==> src/rtl/ex_serial_alu.sv <==
// ex_serial_alu: execute stage with combinational ALU ops and a 1-bit-per-cycle serial shifter
// Inputs:  clk, rst (async, active low), aluop_i/alufunct3_i/alt_i decode, reg1_i/reg2_i operands,
//          wreg_i/wd_i write-back address and enable from ID/EX.
// Outputs: wd_o/wreg_o/wdata_o write-back triple to EX/MEM, stallreq_o freeze request while shifting.
module ex_serial_alu #(
    parameter int XLEN = 32,
    parameter int SHW  = 5
) (
    input  logic            clk,
    input  logic            rst,
    input  logic [6:0]      aluop_i,
    input  logic [2:0]      alufunct3_i,
    input  logic            alt_i,
    input  logic [XLEN-1:0] reg1_i,
    input  logic [XLEN-1:0] reg2_i,
    input  logic [4:0]      wreg_i,
    input  logic            wd_i,
    output logic            wd_o,
    output logic [4:0]      wreg_o,
    output logic [XLEN-1:0] wdata_o,
    output logic            stallreq_o
);
    typedef enum logic [1:0] {IDLE, SHIFT, DONE} state_t;
    state_t          state, state_nx;
    logic [XLEN-1:0] acc, res;
    logic [SHW-1:0]  cnt, shamt;
    logic            sh_left, sh_arith;
    logic            is_op, valid, is_shift, start, slt, sltu;
    assign is_op    = aluop_i == 7'b0110011;
    assign valid    = is_op || aluop_i == 7'b0010011;
    assign is_shift = valid && alufunct3_i[1:0] == 2'b01;
    assign shamt    = reg2_i[SHW-1:0];
    assign start    = state == IDLE && is_shift && shamt != '0;
    assign slt      = $signed(reg1_i) < $signed(reg2_i);
    assign sltu     = reg1_i < reg2_i;
    always_comb begin
        res = !valid                ? '0 :
              alufunct3_i == 3'b000 ? ((is_op && alt_i) ? reg1_i - reg2_i : reg1_i + reg2_i) :
              alufunct3_i == 3'b010 ? {{(XLEN-1){1'b0}}, slt} :
              alufunct3_i == 3'b011 ? {{(XLEN-1){1'b0}}, sltu} :
              alufunct3_i == 3'b100 ? reg1_i ^ reg2_i :
              alufunct3_i == 3'b110 ? reg1_i | reg2_i :
              alufunct3_i == 3'b111 ? reg1_i & reg2_i :
                                      reg1_i;
        state_nx = state == IDLE  ? (start ? SHIFT : IDLE) :
                   state == SHIFT ? (cnt == SHW'(1) ? DONE : SHIFT) :
                                    IDLE;
        stallreq_o = rst && (start || state == SHIFT);
        wd_o       = rst && !stallreq_o && (state == DONE ? wd_i : valid && wd_i);
        wreg_o     = rst ? wreg_i : 5'd0;
        wdata_o    = !rst          ? '0 :
                     state == DONE ? acc :
                     stallreq_o    ? '0 :
                                     res;
    end
    // Direction is latched at start so a protocol-violating input change mid-shift cannot redirect it.
    always_ff @(posedge clk or negedge rst) begin
        if (!rst) begin
            state    <= IDLE;
            acc      <= '0;
            cnt      <= '0;
            sh_left  <= 1'b0;
            sh_arith <= 1'b0;
        end else begin
            state <= state_nx;
            if (start) begin
                acc      <= reg1_i;
                cnt      <= shamt;
                sh_left  <= alufunct3_i[2] == 1'b0;
                sh_arith <= alt_i;
            end else if (state == SHIFT) begin
                acc <= sh_left ? {acc[XLEN-2:0], 1'b0} : {sh_arith & acc[XLEN-1], acc[XLEN-1:1]};
                cnt <= cnt - SHW'(1);
            end
        end
    end
endmodule
==> config.mk <==
export PLATFORM = sky130hd
export DESIGN_NAME = ex_serial_alu
export DESIGN_NICKNAME = d
export VERILOG_FILES = /design/src/rtl/ex_serial_alu.sv
export SDC_FILE = /design/constraint.sdc
export NUM_CORES = 1
export LEC_CHECK = 0
export BUFFER_PORTS_ARGS = -buffer_cell sky130_fd_sc_hd__buf_4
export CAP_MARGIN = 20
export CELL_PAD_IN_SITES_DETAIL_PLACEMENT = 2
export CELL_PAD_IN_SITES_GLOBAL_PLACEMENT = 2
export CORE_AREA = 10 10 180 182
export DETAILED_ROUTE_END_ITERATION = 6
export DIE_AREA = 0 0 190 192
export GPL_TIMING_DRIVEN = 1
export PLACE_DENSITY_LB_ADDON = 0.05
export RECOVER_POWER = 100
export SLEW_MARGIN = 20
export SYNTH_ARGS = -nofsm -noshare
export SYNTH_HDL_FRONTEND = slang
export SYNTH_SLANG_ARGS = --single-unit
==> constraint.sdc <==
create_clock -name clk -period 5.9 [get_ports clk]
set_input_delay 1.77 -clock clk [delete_from_list [all_inputs] [get_ports clk]]
set_output_delay 1.77 -clock clk [all_outputs]
set_load 0.02 [all_outputs]
==> out/results.tsv, run 1 <==
stage	metric	value	unit
run_status	status	finished with violations	
run_status	violations	capacitance limit, slew limit, setup timing	
routing	wl_met1	23.2	mm
floorplan	coreArea	28600	um^2
routing	drc	0	
pwr	peakVddDrop	0.121	mV
synthesis	ys_types	78	
cts	cts.sinks	41	
synthesis	synth-edff-count	0	
pwr	leakage	0.00583	uW
worst_setup_path	cp-start-kind	input port	
worst_setup_path	worstSetupPathType	input port to output port	
pwr	p_per_area	174	nW/um^2
sta	whs	0.540	ns
sta	fin_worst_skew	0.0133	ns
cts	cts_made_buffers	5	
finish	fillers	3282	
sta	slew_headroom	-43.6	%
routing	maxUsedRoutingLayer	met4	
floorplan	start_util	29.6	%
cts	cts_hold_buf	0	
place	dpl.cell_count	1936	
synthesis	ys_ff_latch	41	
cts	cts_buffer_depth	2	
finish	num-nets-final	1766	
cts	clockRootBuffer	clkbuf_16	
floorplan	die_x	190	um
grt	track_usage	27.8	%
sta	rsz0062_at_grt	true	
worst_setup_path	critPathCapture	wdata_o[28]	
synthesis	seq_area_frac_synth	12.1	%
synthesis	ys_async_sr_fraction	100	%
grt	grt_max_degree	63	
sta	setup_slack	-0.504	ns
worst_setup_path	reg2reg_depth	8	
synthesis	synth_area	8480	um^2
synthesis	synth_fa_ha_area_share	14.9	%
routing	wl_per_cell	26.7	um
worst_setup_path	crit_chain	buf_8 > inv_6 > ha_4 > fa_2 > or2_4 > a221oi_4 > a31oi_4 > buf_4 > a41oi_4 > nand4_1 > a211oi_2 > o21ai_1 > a41oi_2 > buf_4	
synthesis	synth-warning-count	0	
finish	area_delta_synth_final	57.1	%
routing	met2_length	24.7	mm
cts	cts.clk_slew.worst_paths	0.07	ns
place	dp_hpwl	39.2	mm
grt	grt_overflow	0	
worst_setup_path	reg2reg_from	state[0]$_DFF_PN0_	
routing	vias	11600	
cts	cts_max_level	2	
synthesis	yosys.area_share.simple	18.3	%
cts	cts_tree	built	
sta	fin_crit_sh	109	%
worst_setup_path	slowest_delay	0.38	ns
synthesis	postSynthNetCount	1397	
place	dp_slack	-0.655	ns
worst_setup_path	path_max_fanout	4	
floorplan	fp.dieH	192	um
routing	viasPerCell	5.87	
worst_setup_path	rrSetupSlack	2.13	ns
floorplan	die_area	36500	um^2
routing	postRouteAntennaNets	0	
finish	stdcell_count	1968	
sta	drv_slew	31	
routing	drtIter0Drc	681	
hold_path	hold_class	flip-flop to flip-flop	
finish	antennaDiodeCount	0	
place	gp_congestion	0.925	
synthesis	synth_mux_area_share	6.42	%
worst_setup_path	crit_path_end_kind	output port	
cts	clock_latency	0.32	ns
grt	grt_pass1_vias	12400	
sta	worst-slew-pin-transition	2.15	ns
finish	drive_gt1_share	38.7	%
synthesis	avgSynthCellArea	6.98	um^2
hold_path	hold_start	cnt[1]$_DFFE_PN0P_	
worst_setup_path	cp.required	4.13	ns
sta	setup_viol	32	
synthesis	ys.flop_type	dfrtp_1	
routing	finalWirelength	52.6	mm
routing	dr.pass1.iters	5	
worst_setup_path	critPathSlowestCell	fa_2	
synthesis	synth-xor-area-share	1.96	%
floorplan	ios	122	
synthesis	netlist_instances	1214	
sta	fmax	156	MHz
place	portBuffers	121	
floorplan	rows	62	
grt	grt_pass1_wl	78.1	mm
grt	antenna_found_initial	0	
worst_setup_path	crit_start	reg1_i[0]	
routing	wl_met3	2.98	mm
sta	hold_viol	0	
worst_setup_path	crit_path_frequent_cell	buf_4	
sta	period_needed	6.40	ns
worst_setup_path	worstReg2RegEnd	acc[3]$_DFFE_PN0P_	
job	cap_violations	1	
worst_setup_path	crit_arrival	4.63	ns
synthesis	synth_top_family_by_area	compound AO/OA/AOI/OAI gates	
synthesis	synth-compound-area-share	36.8	%
[power breakdown]
group	leakage (uW)	internal [uW]	switching (uW)
sequential	0.000441	394	178
clock	0.0000800	201	152
combinational	0.00531	624	765
total	0.00583	1220	1090
[cell usage in the layout, fill, tap and decap left out, types with 8 or more instances in the layout]
master and instances:
o21bai_1 9, inv_2 12, buf_12 8, mux2i_1 42, a31oi_1 21, ha_1 73, nor2b_1 9, nand4_1 9
o21ai_1 11, nand2_1 115, a21o_1 10, ha_4 18, o211ai_1 53, o21a_1 15, clkbuf_1 9, nor4_1 11
and2_1 8, buf_4 405, inv_1 104, o31ai_1 11, nor2_1 88, nand3_1 18, buf_6 25, dfrtp_1 40
and3_1 8, a221oi_1 19, xnor2_1 14, a211oi_1 8, a21oi_2 13, o21ai_0 76, nor3_1 17, a21oi_1 90
[state kept, by name, summed over array words and instances (netlist names)]
name / flops
sh_left: 1
cnt: 5
acc: 32
state: 2
sh_arith: 1
[timing repair]
item,CTS,global route
setup endpoints to repair,27,28
gates resized for setup,154,53
pin swaps,67,44
buffers inserted,17,8
[worst min path at each step]
stage	to	slack (ns)	cells after the start
2_1_floorplan	cnt[1]$_DFFE_PN0P_	0.48	2
3_3_place_gp	cnt[1]$_DFFE_PN0P_	0.50	2
3_5_place_dp	cnt[1]$_DFFE_PN0P_	0.52	2
4_1_cts	cnt[1]$_DFFE_PN0P_	0.54	2
5_1_grt	cnt[4]$_DFFE_PN0P_	0.59	2
6_report	cnt[1]$_DFFE_PN0P_	0.54	2
[cell type report]
type / instances / area, um^2 / area share (%)
timing repair buffer: 452 / 3560 / 26.7
multi-input combinational: 964 / 7620 / 57.2
sequential: 41 / 1030 / 7.71
clock inverter: 3 / 46.3 / 0.348
tap: 384 / 480 / 3.61
clock buffer: 5 / 125 / 0.939
inverter: 119 / 455 / 3.42
[metrics by stage]
| stage | TNS, ns | utilization [%] | cell area, um^2 | total power (uW) |
|---|---|---|---|---|
| floorplan | -0.00698 | - | 8610 | 1170 |
| global route | -13.10 | 46.5 | 13300 | 2460 |
| global placement | -9.61 | 42.1 | 12100 | 1740 |
| CTS | -6.27 | 45.7 | 13100 | 2240 |
| finish | -10.10 | 46.5 | 13300 | 2310 |
| detailed placement | -11.98 | 42.1 | 12100 | 1790 |
[kinds of logic (layout without fill, tap and decap cells)]
group	Yosys count	count (layout)
multiplexers	48	48
XOR/XNOR	19	19
adder cells (fa/ha/maj)	100	100
AND/OR/NAND/NOR	335	335
AO/OA/AOI/OAI	462	462
buffers and inverters	209	579
flip-flops	41	41
[worst max-delay path: cells and delay by family]
family | cells | cell delay, ns
compound gates | 6 | 1.35
fa+ha+maj | 2 | 0.54
simple gates | 2 | 0.49
buf+inv | 4 | 0.48
[metal layers]
metal  track usage (%)  vias up
met4              8.94        0
met1              36.0     5906
met2              46.1      371
met3              4.19      113
li1                  -     5169
met5                 0        -
[cell usage after synthesis, types with 5 or more instances]
cell,number,share of area [%]
a21boi_0,6,0.53
or3_1,8,0.59
a221oi_1,22,2.3
nand3_1,19,1.1
a311oi_1,8,0.83
nand4_1,9,0.66
nand2b_1,7,0.52
clkbuf_1,72,3.2
o21ai_0,92,5.4
a211oi_1,16,1.4
a21oi_1,104,6.1
a21o_1,10,0.89
o21ai_1,5,0.30
a22oi_1,7,0.62
and2_1,10,0.74
buf_1,7,0.31
buf_2,8,0.47
dfrtp_1,41,12
xnor2_1,16,1.7
nor2_1,92,4.1
o31ai_1,16,1.4
o211ai_1,53,4.7
o22ai_1,8,0.59
ha_1,98,14
and3_1,10,0.74
nor4_1,15,1.1
mux4_2,5,1.3
nand2_1,115,5.1
inv_1,117,5.2
o221ai_1,7,0.72
o21bai_1,10,0.89
a31oi_1,25,1.8
o21a_1,15,1.3
nor3_1,22,1.3
nor2b_1,13,0.96
a211o_1,5,0.52
mux2i_1,42,5.0
No activity file was read; power rests on OpenSTA's default activity.
==> run 2, diff against run 1 <==
- RECOVER_POWER: 100 -> 50
==> run 2 against run 1 <==
The flow still finishes with violations (capacitance limit, slew limit, setup timing). Global-route usage did not move. Clock power hardly changed. Design area increased by 0.25%. Final cell count is the same. Largest cell class unchanged. Largest power group unchanged.
==> out/results.tsv, run 2 (same netlist as run 1, synthesis figures left out) <==
stage	metric	value	unit
run_status	status	finished with violations	
run_status	violations	capacitance limit, slew limit, setup timing	
cts	clockRootBuffer	clkbuf_16	
worst_setup_path	crit_path_frequent_cell	buf_4	
sta	whs	0.537	ns
routing	vias	11500	
finish	antennaDiodeCount	0	
pwr	peakVddDrop	0.122	mV
finish	drive_gt1_share	39.1	%
pwr	switching_share	47.2	%
place	dpl.cell_count	1936	
finish	num-nets-final	1766	
sta	slew_headroom	-44.5	%
finish	final_common_cell	buf_4	
finish	reg.largest.list	acc: 32 flops, cnt: 5 flops, state: 2 flops	
grt	grt_pass1_vias	12400	
grt	grt-busiest-layer	met2	
routing	postRouteAntennaNets	0	
worst_setup_path	slowest_delay	0.38	ns
finish	stdcell_count	1968	
worst_setup_path	critPathSlowestCell	fa_2	
hold_path	hold_class	flip-flop to flip-flop	
routing	viasPerCell	5.87	
routing	wl_per_cell	26.7	um
sta	fmax	155	MHz
grt	grt_max_degree	63	
grt	met3_usage	4.19	%
floorplan	start_util	29.6	%
finish	largest_reg_flops	32	
pwr	power_frac_seq	24.7	%
routing	dr.pass1.iters	5	
sta	rsz0062_at_grt	true	
floorplan	ios	122	
pwr	power	2320	uW
cts	cts_hold_buf	0	
worst_setup_path	worstSetupPathType	input port to output port	
worst_setup_path	crit_path_end_kind	output port	
floorplan	fp.dieH	192	um
routing	drc	0	
worst_setup_path	cp.required	4.13	ns
floorplan	rows	62	
cts	cts.sinks	41	
sta	hold_viol	0	
grt	antenna_found_initial	0	
grt	grtUsageMet2	46.1	%
finish	fin_util	46.7	%
pwr	p_int	1220	uW
pwr	switchingPower	1090	uW
job	cap_violations	1	
cts	clock_latency	0.32	ns
cts	cts_max_level	2	
pwr	p_clk_share	15.2	%
routing	finalWirelength	52.6	mm
pwr	p_per_area	173	nW/um^2
worst_setup_path	path_max_fanout	4	
grt	grt_overflow	0	
pwr	combPwrFrac	60.1	%
sta	drv_slew	31	
finish	area_delta_synth_final	57.5	%
grt	track_usage	27.8	%
cts	cts_made_buffers	5	
grt	grt_pass1_wl	78.1	mm
sta	period_needed	6.43	ns
worst_setup_path	cp_top_family	compound AO/OA/AOI/OAI gates	
worst_setup_path	worst-path-buf-inv	4	
place	dp_hpwl	39.2	mm
floorplan	die_x	190	um
worst_setup_path	crit_chain	buf_8 > inv_6 > ha_4 > fa_2 > or2_4 > a221oi_4 > a31oi_4 > buf_4 > a41oi_4 > nand4_1 > a211oi_2 > o21ai_1 > a41oi_2 > buf_4	
sta	fin_worst_skew	0.0124	ns
routing	drtIter0Drc	709	
finish	final_cell_mix	buf_4, nand2_1, inv_1, a21oi_1, nor2_1	
worst_setup_path	crit_arrival	4.66	ns
cts	cts.clk_slew.worst_paths	0.06	ns
grt	grtUsageMet1	36.0	%
worst_setup_path	cp-start-kind	input port	
place	dp_slack	-0.655	ns
floorplan	die_area	36500	um^2
floorplan	coreArea	28600	um^2
place	portBuffers	121	
sta	fin_crit_sh	109	%
finish	top_register	acc	
cts	cts_tree	built	
sta	worst-slew-pin-transition	2.17	ns
place	gp_congestion	0.925	
pwr	leakage	0.00586	uW
sta	setup_viol	32	
sta	setup_slack	-0.532	ns
cts	cts_buffer_depth	2	
==> run 2: cell count changes in the layout (fill, tap and decap cells not counted), sizes merged <==
cell	previous run	this run
buf	441	449
clkbuf	16	8
==> run 2: worst paths after layout <==
check	from	to	slack, ns	cells past startpoint
worst min-delay path	cnt[1]$_DFFE_PN0P_	cnt[1]$_DFFE_PN0P_	0.54	2
min in group asynchronous	rst	acc[5]$_DFFE_PN0P_	1.71	2
max in group asynchronous	rst	sh_left$_DFFE_PN0P_	3.86	2
worst max-delay path	reg1_i[0]	wdata_o[28]	-0.53	14
worst min register to register	cnt[1]$_DFFE_PN0P_	cnt[1]$_DFFE_PN0P_	0.54	2
worst max register to register	state[0]$_DFF_PN0_	acc[3]$_DFFE_PN0P_	2.34	8
==> run 2: cell type report <==
cell class / instances / area [um^2]
clock buffer: 5 / 125
tap: 384 / 480
fill: 3271 / 15300
inverter: 119 / 455
timing repair buffer: 452 / 3590
multi-input combinational: 964 / 7630
sequential: 41 / 1030
clock inverter: 3 / 46.3
==> run 2: worst register-to-register path, cell delays in order, from the launching register on <==
cell      delay, ns
dfrtp_1        0.47
nor4b_1        0.10
o21ai_0        0.16
buf_4          0.17
clkbuf_1       0.12
or2_0          1.58
buf_4          0.56
o211ai_1       0.18
o21ai_0        0.14
==> run 2: metal layers <==
metal | vias up | wire length (um)
li1 | 5167 | -
met1 | 5934 | 23400
met2 | 342 | 24800
met3 | 101 | 2750
met4 | 0 | 1630
met5 | - | 0
==> run 2: power by group through the flow <==
| stage | Sequential, uW | Clock, uW | Combinational, uW |
|---|---|---|---|
| 2_1_floorplan | 483 | 0 | 687 |
| 3_3_place_gp | 562 | 0 | 1180 |
| 3_5_place_dp | 567 | 0 | 1230 |
| 4_1_cts | 564 | 359 | 1320 |
| 5_1_grt | 584 | 372 | 1510 |
| 6_report | 571 | 353 | 1390 |
==> run 2: what timing repair did <==
item,CTS,global route
pin swaps,67,44
setup buffers,17,8
endpoints found under the hold margin,0,0
endpoints found under the setup margin,27,28
gates resized for setup,154,53
==> run 2: stage by stage <==
| stage | area (um^2) | TNS (ns) |
|---|---|---|
| global placement | 12100 | -9.61 |
| detailed placement | 12100 | -11.98 |
| floorplan | 8610 | -0.00698 |
| global route | 13400 | -12.94 |
| CTS | 13100 | -6.27 |
| finish | 13400 | -10.08 |
